$ cat src/rtl/rca_pkg.sv
// Shared definitions for the pipelined ripple-carry adder.
package rca_pkg;

  // Number of pipeline stages for a given operand width and chunk size.
  function automatic int calc_stages(input int width, input int chunk);
    return width / chunk;
  endfunction

  // Per-stage control record. The skewed operand and sum fields depend on
  // WIDTH, so rca_pipe wraps this record together with them.
  typedef struct packed {
    logic valid;   // stage holds a live transaction
    logic sub;     // mode captured at acceptance
    logic carry;   // carry out of the most recently added chunk
    logic ovf;     // carry-into-MSB xor carry-out of that chunk
  } stage_ctrl_t;

endpackage

$ cat src/rtl/rca_chunk.sv
// Combinational W-bit ripple-carry adder slice used once per pipeline stage.
module rca_chunk #(
  parameter int W = 4
) (
  input  logic [W-1:0] a,
  input  logic [W-1:0] b,
  input  logic         cin,
  output logic [W-1:0] sum,
  output logic         cout,
  output logic         c_msb
);

  logic [W:0] c;

  assign c[0] = cin;

  for (genvar gi = 0; gi < W; gi++) begin : g_bit
    assign sum[gi]  = a[gi] ^ b[gi] ^ c[gi];
    assign c[gi+1]  = (a[gi] & b[gi]) | (c[gi] & (a[gi] ^ b[gi]));
  end

  assign cout  = c[W];
  assign c_msb = c[W-1];

endmodule

$ cat src/rtl/rca_pipe.sv
// Pipelined adder/subtractor: one CHUNK-bit slice per stage, operands and
// partial sums skewed through the stages, valid/ready with bubble collapsing.
module rca_pipe
  import rca_pkg::*;
#(
  parameter int WIDTH = 16,
  parameter int CHUNK = 4
) (
  input  logic             clk,
  input  logic             rst,
  input  logic [WIDTH-1:0] in0,
  input  logic [WIDTH-1:0] in1,
  input  logic             in2,
  input  logic             sub,
  input  logic             in_valid,
  output logic             in_ready,
  output logic [WIDTH:0]   out0,
  output logic             ovf,
  output logic             out_valid,
  input  logic             out_ready
);

  localparam int STAGES = calc_stages(WIDTH, CHUNK);

  if (CHUNK < 1 || (WIDTH % CHUNK) != 0) begin : g_bad_chunk
    $error("rca_pipe: WIDTH must be a positive multiple of CHUNK");
  end

  // Full stage record: control bits plus raw operands (b is kept un-inverted,
  // sub selects the inversion per chunk) and the sum assembled so far.
  typedef struct packed {
    stage_ctrl_t      ctrl;
    logic [WIDTH-1:0] a;
    logic [WIDTH-1:0] b;
    logic [WIDTH-1:0] s;
  } stage_t;

  stage_t             st_reg  [STAGES];
  stage_t             st_next [STAGES];
  logic [STAGES-1:0]  load;
  logic [STAGES-1:0]  advance;

  for (genvar gi = 0; gi < STAGES; gi++) begin : g_stage
    stage_t           src;
    stage_t           nxt;
    logic [CHUNK-1:0] b_eff;
    logic [CHUNK-1:0] sum;
    logic             cout;
    logic             c_msb;

    if (gi == 0) begin : g_src_in
      // Subtraction is A + ~B + ~borrow, so the effective carry-in is in2^sub.
      assign src = '{ctrl: '{valid: in_valid, sub: sub, carry: in2 ^ sub, ovf: 1'b0},
                     a: in0, b: in1, s: '0};
    end else begin : g_src_prev
      assign src = st_reg[gi-1];
    end

    assign b_eff = src.ctrl.sub ? ~src.b[gi*CHUNK +: CHUNK] : src.b[gi*CHUNK +: CHUNK];

    rca_chunk #(.W(CHUNK)) u_chunk (
      .a     (src.a[gi*CHUNK +: CHUNK]),
      .b     (b_eff),
      .cin   (src.ctrl.carry),
      .sum   (sum),
      .cout  (cout),
      .c_msb (c_msb)
    );

    // Insert this stage's chunk result into the record handed to its register.
    always_comb begin
      nxt                       = src;
      nxt.ctrl.carry            = cout;
      nxt.ctrl.ovf              = c_msb ^ cout;
      nxt.s[gi*CHUNK +: CHUNK]  = sum;
    end

    assign st_next[gi] = nxt;
  end

  // Backpressure chain from the output toward stage 0: a stage advances when
  // it is valid and its consumer loads; it loads when empty or advancing.
  always_comb begin
    logic downstream;
    load       = '0;
    advance    = '0;
    downstream = out_ready;
    for (int k = STAGES - 1; k >= 0; k--) begin
      advance[k] = st_reg[k].ctrl.valid && downstream;
      load[k]    = !st_reg[k].ctrl.valid || advance[k];
      downstream = load[k];
    end
  end

  // Stage registers; a stage not loading holds its contents unchanged.
  always_ff @(posedge clk or posedge rst) begin
    if (rst) begin
      for (int k = 0; k < STAGES; k++) st_reg[k] <= '0;
    end else begin
      for (int k = 0; k < STAGES; k++) begin
        if (load[k]) st_reg[k] <= st_next[k];
      end
    end
  end

  assign in_ready  = load[0];
  assign out_valid = st_reg[STAGES-1].ctrl.valid;
  assign out0      = {st_reg[STAGES-1].ctrl.carry, st_reg[STAGES-1].s};
  assign ovf       = st_reg[STAGES-1].ctrl.ovf;

endmodule

$ cat config.mk
export PLATFORM = sky130hd
export DESIGN_NAME = rca_pipe
export DESIGN_NICKNAME = d
export VERILOG_FILES = /design/src/rtl/rca_pkg.sv /design/src/rtl/rca_chunk.sv /design/src/rtl/rca_pipe.sv
export SDC_FILE = /design/constraint.sdc
export NUM_CORES = 1
export LEC_CHECK = 0
export BUFFER_PORTS_ARGS = -buffer_cell sky130_fd_sc_hd__buf_2
export CAP_MARGIN = 25
export CORE_MARGIN = 5
export CORE_UTILIZATION = 40
export CTS_CLUSTER_DIAMETER = 80
export DETAILED_ROUTE_END_ITERATION = 10
export MAX_ROUTING_LAYER = met4
export SYNTH_ARGS = -nofsm -noshare
export SYNTH_HDL_FRONTEND = slang
export SYNTH_SLANG_ARGS = --single-unit
$ cat constraint.sdc
create_clock -name clk -period 2.9 [get_ports clk]
set_clock_uncertainty 0.05 [all_clocks]
set_input_delay 0.29 -clock clk [delete_from_list [all_inputs] [get_ports clk]]
set_output_delay 0.29 -clock clk [all_outputs]
set_load 0.05 [all_outputs]
# Yosys cells after proc, flatten, opt, wreduce, memory -nomap -nowiden
# Cells that the tools add are included.
dict set report totals {
  register_bits 148
  inputBits 38
  out_inout_bits 20
  elab_cells 124
}
dict set report op_classes {
  muxes 4
  bitwise_logic 86
  n_reduce_logical 12
}
# operator count
set ops {}
lappend ops {{1-bit bitwise XOR} 34}
lappend ops {{1-bit AND} 32}
lappend ops {{4-bit 2-to-1 mux} 4}
lappend ops {{4-bit inverter} 4}
lappend ops {{1-bit bitwise OR} 16}
lappend ops {{1-bit logical AND} 4}
lappend ops {{1-bit logical NOT} 4}
lappend ops {{1-bit logical OR} 4}

# Longest topological paths before layout
# Gate-level depths: netlist of run 1.
dict set report depth {
  word_depth 12
  depth_mapped 11
  mapped_depth_nobuf 10
}

# Modules after synthesis
# From an unflattened synthesis of run 1, not the netlist that was laid out.
dict set report unflattened {
  hier_cells 287
  hier_area_um2 4434.3
}
# module n_inst cells_per_inst area_each_um2 seq_area_each_um2
set by_module_without_submodules {}
lappend by_module_without_submodules {rca_pipe 1 239 3993.8 2502.4}
lappend by_module_without_submodules {rca_chunk 4 12 110.1 0.0}

# Least setup slack after synthesis of run 1
# OpenSTA, ideal clock, no wires.
dict set report synth_path {
  kind {reg-to-reg}
  from {register st_reg (netlist bit g_stage[3].nxt[50])}
  to {register st_reg (netlist bit out0[15])}
  setup_time_ns 0.125
  t_arrival_ns 2.396
  required_ns 2.725
  path_slack_ns 0.329
  path_stages_with_launch 11
  n_path_buf 1
  synth_period_minus_slack_ns 2.571
  path_cell_list {dfrtp_1 clkbuf_1 xnor2_1 fa_1 inv_1 fa_1 inv_1 fa_1 inv_1 fa_1 mux2_2}
}
# item line
set synth_rtl {}
lappend synth_rtl {{from (decl)} rca_pipe.sv:38} ;# stage_t st_reg [STAGES];
lappend synth_rtl {{from (signal, indexed assignment)} rca_pipe.sv:101} ;# if (load[k]) st_reg[k] <= st_next[k];

==> results.rst, run 1 <==
.. list-table::
   :header-rows: 1

   * - Metric
     - Value
   * - Post-detailed-routing wire length
     - approximately 7500 um
   * - Sequential area share after synthesis
     - 0.5727
   * - Worst VDD drop
     - 0.3134 mV
   * - Number of standard-cell rows in the floorplan
     - 38
   * - Detailed placer's ending HPWL
     - 5527 um
   * - End of the worst hold path
     - g_stage[1].nxt[51]
   * - Crit path max-delay family
     - adder cells
   * - Setup slack of the critical path after layout
     - about 0.3 ns
   * - Cells traversed along the worst timing path
     - xnor2_1 > fa_1 > inv_1 > fa_1 > inv_1 > fa_1 > inv_1 > fa_1 > mux2_2
   * - Critical path endpoint category
     - flop
   * - Routed length on met3
     - 299 um
   * - WL per Instance
     - 13.91 um
   * - Critical path data required time
     - ~3.1 ns
   * - Synth Cell Area
     - between 4000 and 5000 um^2
   * - Critical R2R Capture
     - out0[15]
   * - H-tree level count
     - 3
   * - Post-Place Worst Slack
     - 0.2906 ns
   * - Io pins
     - 58
   * - 1st-iter DRT viols
     - 102
   * - Top cells by area in the synthesized netlist
     - dfrtp_1 (57%), mux2_4 (9.3%), mux2_2 (8.8%), fa_1 (7.3%), nand2_1 (5.9%)
   * - Cell type with the highest occurrence count on the critical path
     - fa_1
   * - Starting density of the core
     - 0.4048
   * - Vias in the first global route
     - 2,626
   * - Worst hold path cell count
     - 2
   * - Power density relative to cell area
     - 868.9 nW/um^2
   * - Antenna cell count
     - 0
   * - Number of storage elements in the synthesis netlist
     - 100
   * - Count of antenna-violating nets left after detailed routing
     - 0
   * - Final weighted congestion in routability-driven placement
     - 0.7339
   * - Clk slew on worst S/H paths
     - approximately 0.09 ns
   * - Clock root buffer master
     - clkbuf_8
   * - Die boundary width
     - 114.5 um
   * - Count leader, synth
     - dfrtp_1
   * - Critical path type
     - flop to flop
   * - Number of pins exceeding their max-slew limit in the final report
     - 0
   * - Number of vias per cell after detailed routing
     - 4.475
   * - Count of input and output buffers
     - 57
   * - Crit-path max cell delay
     - 0.46 ns
   * - Total routed wire length on the met1 layer
     - about 3700 um
   * - Cell types with the highest counts after synthesis
     - dfrtp_1 (100), nand2_1 (69), mux2_2 (34)
   * - Kind of start point of the critical path
     - flop
   * - Average instance area after synthesis
     - 13.08 um^2
   * - Total of warnings raised by yosys
     - 0
   * - Netlist cell types
     - 20
   * - Skew-Pair Late Insertion Delay
     - 0.36 ns
   * - TritonCTS clock tree
     - yes
   * - Relative max-transition margin
     - 0.5486
   * - Maximum fanout along the worst path
     - 5
   * - Post-synthesis instance total
     - 334
   * - Worst path arrival time
     - 2.80 ns
   * - Area of the placeable core
     - ~11,000 um^2
   * - Slew @ Worst Pin
     - around 0.68 ns
   * - Worst min-delay path startpoint
     - in_valid
   * - Static leakage power
     - 2.469 nW
   * - Routed wire length on met2
     - 3411 um
   * - # setup viols final
     - 0
   * - Setup bufs post-CTS
     - 0
   * - Total nets after synthesis
     - around 390
   * - Area of the die
     - 13,110 um^2
   * - Timing-limited maximum frequency
     - 384.6 MHz
   * - DRC viols
     - 0
   * - Library cell with the largest summed area after synthesis
     - dfrtp_1
   * - Length in cells of the worst reg-to-reg path
     - 9
   * - Setup Total Neg Slack
     - 0 ns
   * - Post-route minimum period
     - 2.600 ns
   * - Number of enable flip-flop cells after synthesis
     - 0
   * - Main flop type after synthesis
     - dfrtp_1
   * - Fin crit share
     - 0.8966
   * - Number of sinks driven by the clock tree
     - 100
   * - Proportion of synthesized flip-flops having asynchronous set or reset
     - 1.000
   * - Total overflow reported by the global router
     - 0
   * - DR top layer
     - met4
   * - TritonCTS Buffers
     - 9
   * - First-pass GRT wire length
     - 13,070 um
   * - Buffer and inverter count on the worst path
     - 3
   * - Hold buffer count at CTS
     - 1
   * - Outcome
     - finished clean
   * - Synth-to-layout area growth
     - 14.75%
   * - Count of endpoints failing hold in the final timing report
     - 0
   * - R2r setup slk
     - 0.30 ns
   * - Global-route total usage across every layer
     - 0.1314
   * - Fraction of post-synthesis cell area in the top cell type by area
     - 0.5727
   * - Cell with the biggest individual delay on the critical path
     - dfrtp_1
   * - Total vias in the final route
     - 2,412
   * - Layout cells sized above 1
     - 0.3609
   * - Launching point of the worst reg2reg path
     - g_stage[3].nxt[50]
   * - Setup repair after global routing missed its margin
     - no
   * - Count of cells resized by post-cts repair
     - 0
   * - Number of buffers on the longest clock path
     - 2
   * - Max-cap violations
     - 0
   * - Final net count
     - 448
   * - Die outline height
     - 114.5 um
   * - Type of the worst min-delay path
     - input port to flop
   * - TritonRoute pass-1 iters
     - 4
   * - Pin count of the biggest net entering global routing
     - 71
   * - Initial antenna violation count
     - 0
-- flip-flops by register name (all words and copies together) (netlist names) --
name         count
ovf              1
g_stage.src      3
out_valid        1
g_stage.nxt     78
out0            17
-- cell type report --
type / count / area [um^2]
clock buffer: 9 / 123.9
multi-input combinational: 195 / 1693
fill: 988 / 5779
sequential: 100 / 2502
timing repair buffer: 66 / 375.4
inverter: 22 / 86.33
tap: 140 / 175.2
clock inverter: 7 / 57.56
-- stage by stage --
stage	instance area, um^2	hold WS, ns	cells	utilization	total power, W
2_1_floorplan	4373	0.3484	334	-	0.003190
3_3_place_gp	4807	0.3825	521	0.4454	0.003553
3_5_place_dp	4807	0.3814	521	0.4454	0.003608
4_1_cts	4999	0.05496	538	0.4631	0.004428
5_1_grt	5014	0.05997	539	0.4645	0.004686
6_report	5014	0.07750	539	0.4645	0.004356
-- cell usage in the layout (no fill, tap or decap) --
master / instances
clkbuf_8: 9
nor2_1: 7
a21oi_1: 8
dfrtp_1: 100
nand2_2: 1
buf_2: 57
nand2b_1: 5
nand2_1: 69
o21ai_0: 6
buf_4: 6
inv_6: 3
buf_12: 1
mux2_2: 34
xnor2_1: 7
fa_1: 16
inv_1: 21
nand3b_1: 1
clkinvlp_4: 1
xor2_1: 11
buf_8: 1
clkinv_4: 3
mux2_4: 27
nand4b_1: 1
nor3b_1: 1
clkinv_2: 1
dlygate4sd3_1: 1
and4b_1: 1
-- cells by family after synthesis --
logic type,share of synthesized area
adder cells (fa/ha/maj),0.07331
XOR/XNOR,0.03608
multiplexers,0.1804
buffers and inverters,0.03981
AND/OR/NAND/NOR,0.08162
AO/OA/AOI/OAI,0.01604
flip-flops,0.5727
-- report_power, final --
group / internal [W] / leakage, nW / total [W] / switching (W)
registers: 0.00179 / 1.17 / 0.00201 / 0.000221
clock network: 0.000324 / 0.0946 / 0.000816 / 0.000492
logic: 0.000589 / 1.21 / 0.00153 / 0.000937
-- per-layer routing --
metal / GRT usage / vias to the layer above
met1: 0.1789 / 1173
met4: 0.05701 / 0
met2: 0.1890 / 42
li1: - / 1186
met5: - / -
met3: 0.02960 / 11
-- how the worst max path moves through the flow --
stage / startpoint / slack, ns / end / depth (start not counted)
final: g_stage[3].nxt[50] / 0.30 / out0[15] / 9
after global routing: g_stage[3].nxt[50] / 0.19 / out0[15] / 9
after CTS: g_stage[3].nxt[50] / 0.28 / out0[15] / 9
after detailed placement: g_stage[3].nxt[50] / 0.29 / out0[15] / 9
after global placement: g_stage[3].nxt[50] / 0.34 / out0[15] / 9
after floorplan: g_stage[3].nxt[50] / 0.33 / out0[15] / 10
(Power assumes the default switching activity.)
==> inputs of run 2 (changes only) <==
- BUFFER_PORTS_ARGS: -buffer_cell sky130_fd_sc_hd__buf_2 -> -buffer_cell sky130_fd_sc_hd__buf_4
==> run 2 against run 1 <==
Effect of this change:
- the flow now finishes with violations (negative hold slack)
- non-clock buffer count is 3 lower
- combinational power grew 5%
- setup slack worse by 0.043 ns
- flip-flop and latch count stayed put
- first-iteration DRC count is 27% lower
- clock power up 23%
- via count rose by 1.0%
- sequential power barely moved
- maximum frequency decreased by 1.6%
- largest cell class unchanged
- sequential share of layout area fell by 1.7 points
- final area increased by 3.5%
==> results.rst, run 2 (same netlist as run 1, synthesis figures left out) <==
.. list-table::
   :header-rows: 1

   * - Metric
     - Value
   * - Power, Total
     - 0.004626 W (+6.2%)
   * - Die boundary width
     - 114.5 um (unchanged)
   * - Io pins
     - 58 (unchanged)
   * - Critical path type
     - flop to flop
   * - Count of cells resized by post-cts repair
     - 0 (unchanged)
   * - DR top layer
     - met4
   * - Initial antenna violation count
     - 0 (unchanged)
   * - Buffer and inverter count on the worst path
     - 3 (unchanged)
   * - Number of vias per cell after detailed routing
     - 4.545 (+1.6%)
   * - Total routed wire length on the met1 layer
     - 3706 um (+1.5%)
   * - Sequential power share
     - 0.436 (-0.026)
   * - Final-layout worst hold slack
     - -0.02255 ns (-0.1000 ns)
   * - Global-route total usage across every layer
     - 0.1236 (-0.007893)
   * - TritonRoute pass-1 iters
     - 4 (unchanged)
   * - Fin crit share
     - 0.9115 (+0.01496)
   * - Setup slack of the critical path after layout
     - 0.2565 ns (-0.04339 ns)
   * - Power density relative to cell area
     - 891.7 nW/um^2 (+2.6%)
   * - TritonCTS Buffers
     - 9 (unchanged)
   * - Static leakage power
     - 2.532 nW (+2.5%)
   * - Count of endpoints failing hold in the final timing report
     - 8 (+8)
   * - Post-Place Worst Slack
     - 0.2585 ns (-0.03208 ns)
   * - Final instance count without filler cells
     - 536 (-0.56%)
   * - Cell type with the highest occurrence count on the critical path
     - fa_1
   * - Clock root buffer master
     - clkbuf_8
   * - Type of the worst min-delay path
     - input port to async pin
   * - Post-route minimum period
     - 2.643 ns (+0.04339 ns)
   * - Critical path data required time
     - 3.09 ns (about the same)
   * - Detailed placer's ending HPWL
     - 5238 um (-5.2%)
   * - Synth-to-layout area growth
     - 18.73%
   * - Maximum fanout along the worst path
     - 5 (unchanged)
   * - Share of total power in combinational logic
     - 0.347 (-0.003)
   * - TritonCTS clock tree
     - yes
   * - # setup viols final
     - 0 (unchanged)
   * - Setup Total Neg Slack
     - 0 ns (unchanged)
   * - Psw
     - 0.001622 W (-1.7%)
   * - Highest-count cells in the layout ignoring fill and taps
     - dfrtp_1 (100), nand2_1 (69), buf_4 (61)
   * - H-tree level count
     - 3 (unchanged)
   * - Int Power
     - 0.003004 W (+11%)
   * - Vias in the first global route
     - 2,496 (-5.0%)
   * - Crit path max-delay family
     - adder cells
   * - Critical path endpoint category
     - flop
   * - Outcome
     - finished with violations
   * - Area of the die
     - 13,110 um^2 (unchanged)
   * - Post-detailed-routing wire length
     - 7430 um (-0.89%)
   * - Area of the placeable core
     - 10,790 um^2 (unchanged)
   * - Number of sinks driven by the clock tree
     - 100 (unchanged)
   * - Final weighted congestion in routability-driven placement
     - 0.7473 (+1.8%)
   * - Finished Core Util
     - 0.4806 (+0.01611)
   * - Slew @ Worst Pin
     - 0.9782 ns (+0.3025 ns)
   * - Kind of start point of the critical path
     - flop
   * - Relative max-transition margin
     - 0.3479 (-0.2007)
   * - Routed wire length on met2
     - 3343 um (-2.0%)
   * - DRC viols
     - 0 (unchanged)
   * - Worst VDD drop
     - 0.3179 mV (+1.4%)
   * - Worst path arrival time
     - 2.83 ns (+0.03 ns)
   * - Antenna cell count
     - 0 (unchanged)
   * - First-pass GRT wire length
     - 12,410 um (-5.1%)
   * - Count of antenna-violating nets left after detailed routing
     - 0 (unchanged)
   * - Starting density of the core
     - 0.4048 (unchanged)
   * - Part of the total power dissipated in the clock network
     - 0.217 (+0.030)
   * - Count of input and output buffers
     - 57 (unchanged)
   * - Max-cap violations
     - 0 (unchanged)
   * - Number of flip-flops under the largest register name
     - 78 (unchanged)
   * - Setup repair after global routing missed its margin
     - no
   * - Total vias in the final route
     - 2,436 (+1.0%)
   * - Total overflow reported by the global router
     - 0 (unchanged)
   * - Crit-path max cell delay
     - 0.46 ns (about the same)
   * - Hold buffer count at CTS
     - 0 (-1)
   * - Routed length on met3
     - 265 um (-11%)
   * - WL per Instance
     - 13.86 um (-0.34%)
   * - Number of standard-cell rows in the floorplan
     - 38 (unchanged)
   * - Clk slew on worst S/H paths
     - 0.09 ns (about the same)
   * - Cells traversed along the worst timing path
     - xnor2_1 > fa_1 > inv_1 > fa_1 > inv_1 > fa_1 > inv_1 > fa_1 > mux2_2
   * - Number of pins exceeding their max-slew limit in the final report
     - 0 (unchanged)
   * - Setup bufs post-CTS
     - 0 (unchanged)
   * - Cell with the biggest individual delay on the critical path
     - dfrtp_1
   * - # placed instances
     - 520 (-0.19%)
   * - Failing checks
     - negative hold slack
   * - Pin count of the biggest net entering global routing
     - 101 (+42%)
   * - Most common cell after layout, fill and taps aside
     - dfrtp_1
   * - Fraction of power spent switching nets
     - 0.3506 (-0.02825)
   * - Timing-limited maximum frequency
     - 378.3 MHz (-1.6%)
   * - Skew-Pair Late Insertion Delay
     - 0.35 ns (about the same)
   * - Die outline height
     - 114.5 um (unchanged)
   * - Layout cells sized above 1
     - 0.3586 (-0.002316)
   * - Number of buffers on the longest clock path
     - 2 (unchanged)
   * - Final net count
     - 445 (-0.67%)
   * - 1st-iter DRT viols
     - 74 (-27%)
[run 2: metal layers]
metal / up-vias / track usage
met2: 46 / 0.1746
met5: - / -
li1: 1177 / -
met4: 0 / 0.04276
met1: 1203 / 0.1770
met3: 10 / 0.02590
[run 2: area by class of cell]
cell class                 instances  area (um^2)
timing repair buffer              63        498.0
inverter                          22        86.33
multi-input combinational        195         1693
sequential                       100         2502
clock buffer                      11        151.4
tap                              140        175.2
clock inverter                     5        81.33
fill                             951         5605
[run 2: per-stage QoR]
step                      hold slack, ns  area [um^2]
final                           -0.02255         5187
after global routing             0.06428         5187
after floorplan                   0.3484         4373
after global placement            0.3997         4955
after CTS                        0.04735         5187
after detailed placement          0.4016         4955
[run 2: path summary, 6_finish.rpt]
path / start / to / slack [ns] / depth (start not counted)
worst min register to register: g_stage[2].nxt[7] / g_stage[2].nxt[7] / 0.42 / 2
worst min-delay path: rst / g_stage[3].nxt[5] / -0.02 / 3
max in group asynchronous: rst / g_stage[1].nxt[51] / 2.34 / 3
worst max register to register: g_stage[3].nxt[50] / out0[15] / 0.26 / 9
min in group clk: in_valid / g_stage[1].nxt[51] / 0.08 / 2
worst max-delay path: g_stage[3].nxt[50] / out0[15] / 0.26 / 9
[run 2: power by group through the flow]
stage	Sequential [W]	Clock [W]	Combinational, W
2_1_floorplan	0.00243	0	0.000758
3_3_place_gp	0.00205	0	0.00161
3_5_place_dp	0.00206	0	0.00164
4_1_cts	0.00203	0.00103	0.00164
5_1_grt	0.00208	0.00109	0.00176
6_report	0.00202	0.00100	0.00161
[run 2: worst register-to-register path, stage by stage (launching register included)]
cell     delay (ns)
dfrtp_1        0.46
xnor2_1        0.18
fa_1           0.40
inv_1          0.08
fa_1           0.16
inv_1          0.05
fa_1           0.40
inv_1          0.09
fa_1           0.41
mux2_2         0.27
==> inputs of run 3 (changes only) <==
- CTS_BUF_LIST: default -> sky130_fd_sc_hd__clkbuf_8
- MAX_ROUTING_LAYER: met4 -> default
- SETUP_SLACK_MARGIN: default -> 0.5
==> run 3 against run 2 <==
Effect of this change:
- critical endpoint unchanged
- die area did not move
- the run now ends clean
- register-to-register slack improved by 0.22 ns
- sequential power about the same
- maximum frequency grew 9.0%
- largest cell class unchanged
- clock-buffer cell count stayed put
==> results.rst, run 3 (same netlist as run 1, synthesis figures left out) <==
.. list-table::
   :header-rows: 1

   * - Metric
     - Value
   * - Outcome
     - finished clean
   * - Cells traversed along the worst timing path
     - xnor2_2 > fa_2 > inv_2 > fa_2 > inv_2 > fa_2 > inv_2 > fa_1 > mux2_2
   * - Starting density of the core
     - 0.4048 (unchanged)
   * - Final weighted congestion in routability-driven placement
     - 0.7403 (-0.94%)
   * - TritonCTS Buffers
     - 9 (unchanged)
   * - Cell with the biggest individual delay on the critical path
     - dfrtp_2
   * - Area of the die
     - 13,110 um^2 (unchanged)
   * - TritonCTS clock tree
     - yes
   * - Kind of start point of the critical path
     - flop
   * - Antenna cell count
     - 0 (unchanged)
   * - Post-detailed-routing wire length
     - 7466 um (+0.48%)
   * - Die outline height
     - 114.5 um (unchanged)
   * - Count of input and output buffers
     - 57 (unchanged)
   * - Total overflow reported by the global router
     - 0 (unchanged)
   * - Setup repair after global routing missed its margin
     - yes
   * - First-pass GRT wire length
     - 13,100 um (+5.6%)
   * - Critical path type
     - flop to flop
   * - Routed wire length on met2
     - 3368 um (+0.75%)
   * - Fin crit share
     - 0.8360 (-0.07553)
   * - Clk slew on worst S/H paths
     - 0.08 ns (about the same)
   * - Crit-path max cell delay
     - 0.43 ns (-0.03 ns)
   * - Number of buffers on the longest clock path
     - 2 (unchanged)
   * - Pin count of the biggest net entering global routing
     - 101 (unchanged)
   * - Post-Place Worst Slack
     - 0.3488 ns (+0.09030 ns)
   * - 1st-iter DRT viols
     - 96 (+30%)
   * - Layout cells sized above 1
     - 0.4085 (+0.04994)
   * - Crit path max-delay family
     - adder cells
   * - # setup viols final
     - 0 (unchanged)
   * - Detailed placer's ending HPWL
     - 5400 um (+3.1%)
   * - Final net count
     - 449 (+0.90%)
   * - Io pins
     - 58 (unchanged)
   * - Area of the placeable core
     - 10,790 um^2 (unchanged)
   * - TritonRoute pass-1 iters
     - 4 (unchanged)
   * - Max-cap violations
     - 0 (unchanged)
   * - Power density relative to cell area
     - 859.7 nW/um^2 (-3.6%)
   * - Routed length on met3
     - 330 um (+25%)
   * - Vias in the first global route
     - 2,641 (+5.8%)
   * - H-tree level count
     - 3 (unchanged)
   * - Critical path data required time
     - 3.08 ns (about the same)
   * - Maximum fanout along the worst path
     - 2 (-3)
   * - Critical path endpoint category
     - flop
   * - Buffer and inverter count on the worst path
     - 3 (unchanged)
   * - Finished Core Util
     - 0.4823 (+0.001623)
   * - Hold buffer count at CTS
     - 0 (unchanged)
   * - Total routed wire length on the met1 layer
     - 3647 um (-1.6%)
   * - Most common cell after layout, fill and taps aside
     - dfrtp_1
   * - WL per Instance
     - 13.85 um (about the same)
   * - Count of endpoints failing hold in the final timing report
     - 0 (-8)
   * - Number of standard-cell rows in the floorplan
     - 38 (unchanged)
   * - Setup Total Neg Slack
     - 0 ns (unchanged)
   * - Post-route minimum period
     - 2.424 ns (-0.2190 ns)
   * - Synth-to-layout area growth
     - 19.13%
   * - Global-route total usage across every layer
     - 0.1253 (+0.001729)
   * - Power, Total
     - 0.004474 W (-3.3%)
   * - DR top layer
     - met4
   * - Final-layout worst hold slack
     - 0.04161 ns (+0.06416 ns)
   * - Total vias in the final route
     - 2,441 (+0.21%)
   * - Number of vias per cell after detailed routing
     - 4.529 (-0.35%)
   * - DRC viols
     - 0 (unchanged)
   * - Number of pins exceeding their max-slew limit in the final report
     - 0 (unchanged)
   * - Worst path arrival time
     - 2.61 ns (-0.22 ns)
   * - Relative max-transition margin
     - 0.3670 (+0.01906)
   * - Clock root buffer master
     - clkbuf_8
   * - Setup slack of the critical path after layout
     - 0.4755 ns (+0.2190 ns)
   * - Timing-limited maximum frequency
     - 412.5 MHz (+9.0%)
   * - Type of the worst min-delay path
     - input port to async pin
   * - Highest-count cells in the layout ignoring fill and taps
     - dfrtp_1 (98), nand2_1 (69), buf_4 (65)
   * - Die boundary width
     - 114.5 um (unchanged)
   * - Number of flip-flops under the largest register name
     - 78 (unchanged)
   * - Worst VDD drop
     - 0.3937 mV (+24%)
   * - Skew-Pair Late Insertion Delay
     - 0.35 ns (about the same)
   * - Number of sinks driven by the clock tree
     - 100 (unchanged)
   * - Initial antenna violation count
     - 0 (unchanged)
   * - Count of antenna-violating nets left after detailed routing
     - 0 (unchanged)
   * - Slew @ Worst Pin
     - 0.9496 ns (-0.02859 ns)
   * - Static leakage power
     - 2.533 nW (about the same)
[run 3: changes by cell type in the layout (fill, tap and decap cells not counted), moves of 4 or more]
| cell | delta |
|---|---|
| inv_2 | +6 |
| inv_1 | -4 |
| buf_4 | +4 |
| fa_2 | +9 |
| fa_1 | -9 |
[run 3: cell type report]
type | instances | area [um^2]
inverter | 22 | 86.33
timing repair buffer | 67 | 528.0
tap | 140 | 175.2
clock inverter | 4 | 17.52
clock buffer | 11 | 151.4
multi-input combinational | 195 | 1742
fill | 981 | 5588
sequential | 100 | 2505
[run 3: power by group]
part           switching (W)  internal (W)  total (W)
registers           0.000229       0.00179    0.00202
logic               0.000953      0.000719    0.00167
clock network       0.000433      0.000346   0.000779
total                0.00162       0.00286    0.00447
[run 3: repair_timing]
action,4_1_cts,5_1_grt
endpoints found under the setup margin,4,5
gates resized for setup,7,1
gates cloned,0,0
pin swaps,3,1
setup buffers,2,1
[run 3: per-layer routing]
metal  vias up  GRT usage
met4         0    0.04751
met3        11    0.02590
met5         -          0
met2        48     0.1859
li1       1186          -
met1      1196     0.1811
[run 3: path summary, 6_finish.rpt]
check,from,endpoint,slack (ns),depth (start not counted)
min reg2reg,g_stage[2].nxt[2],g_stage[2].nxt[2],0.42,2
max,g_stage[3].nxt[50],out0[15],0.48,9
max reg2reg,g_stage[3].nxt[50],out0[15],0.48,9
min,rst,out0[5],0.04,3
max in group asynchronous,rst,g_stage[3].nxt[50],2.36,3
min in group clk,in_valid,g_stage[1].nxt[51],0.08,2
[run 3: worst reg2reg max path, stage by stage (launching register included)]
cell and delay [ns]:
dfrtp_2 0.43, xnor2_2 0.14, fa_2 0.34, inv_2 0.06, fa_2 0.18, inv_2 0.04
fa_2 0.35, inv_2 0.06, fa_1 0.39, mux2_2 0.27
[run 3: metrics by stage]
| step | cell area, um^2 | std cells |
|---|---|---|
| global placement | 4996 | 521 |
| global route | 5205 | 539 |
| detailed placement | 4996 | 521 |
| floorplan | 4437 | 334 |
| finish | 5205 | 539 |
| CTS | 5195 | 538 |
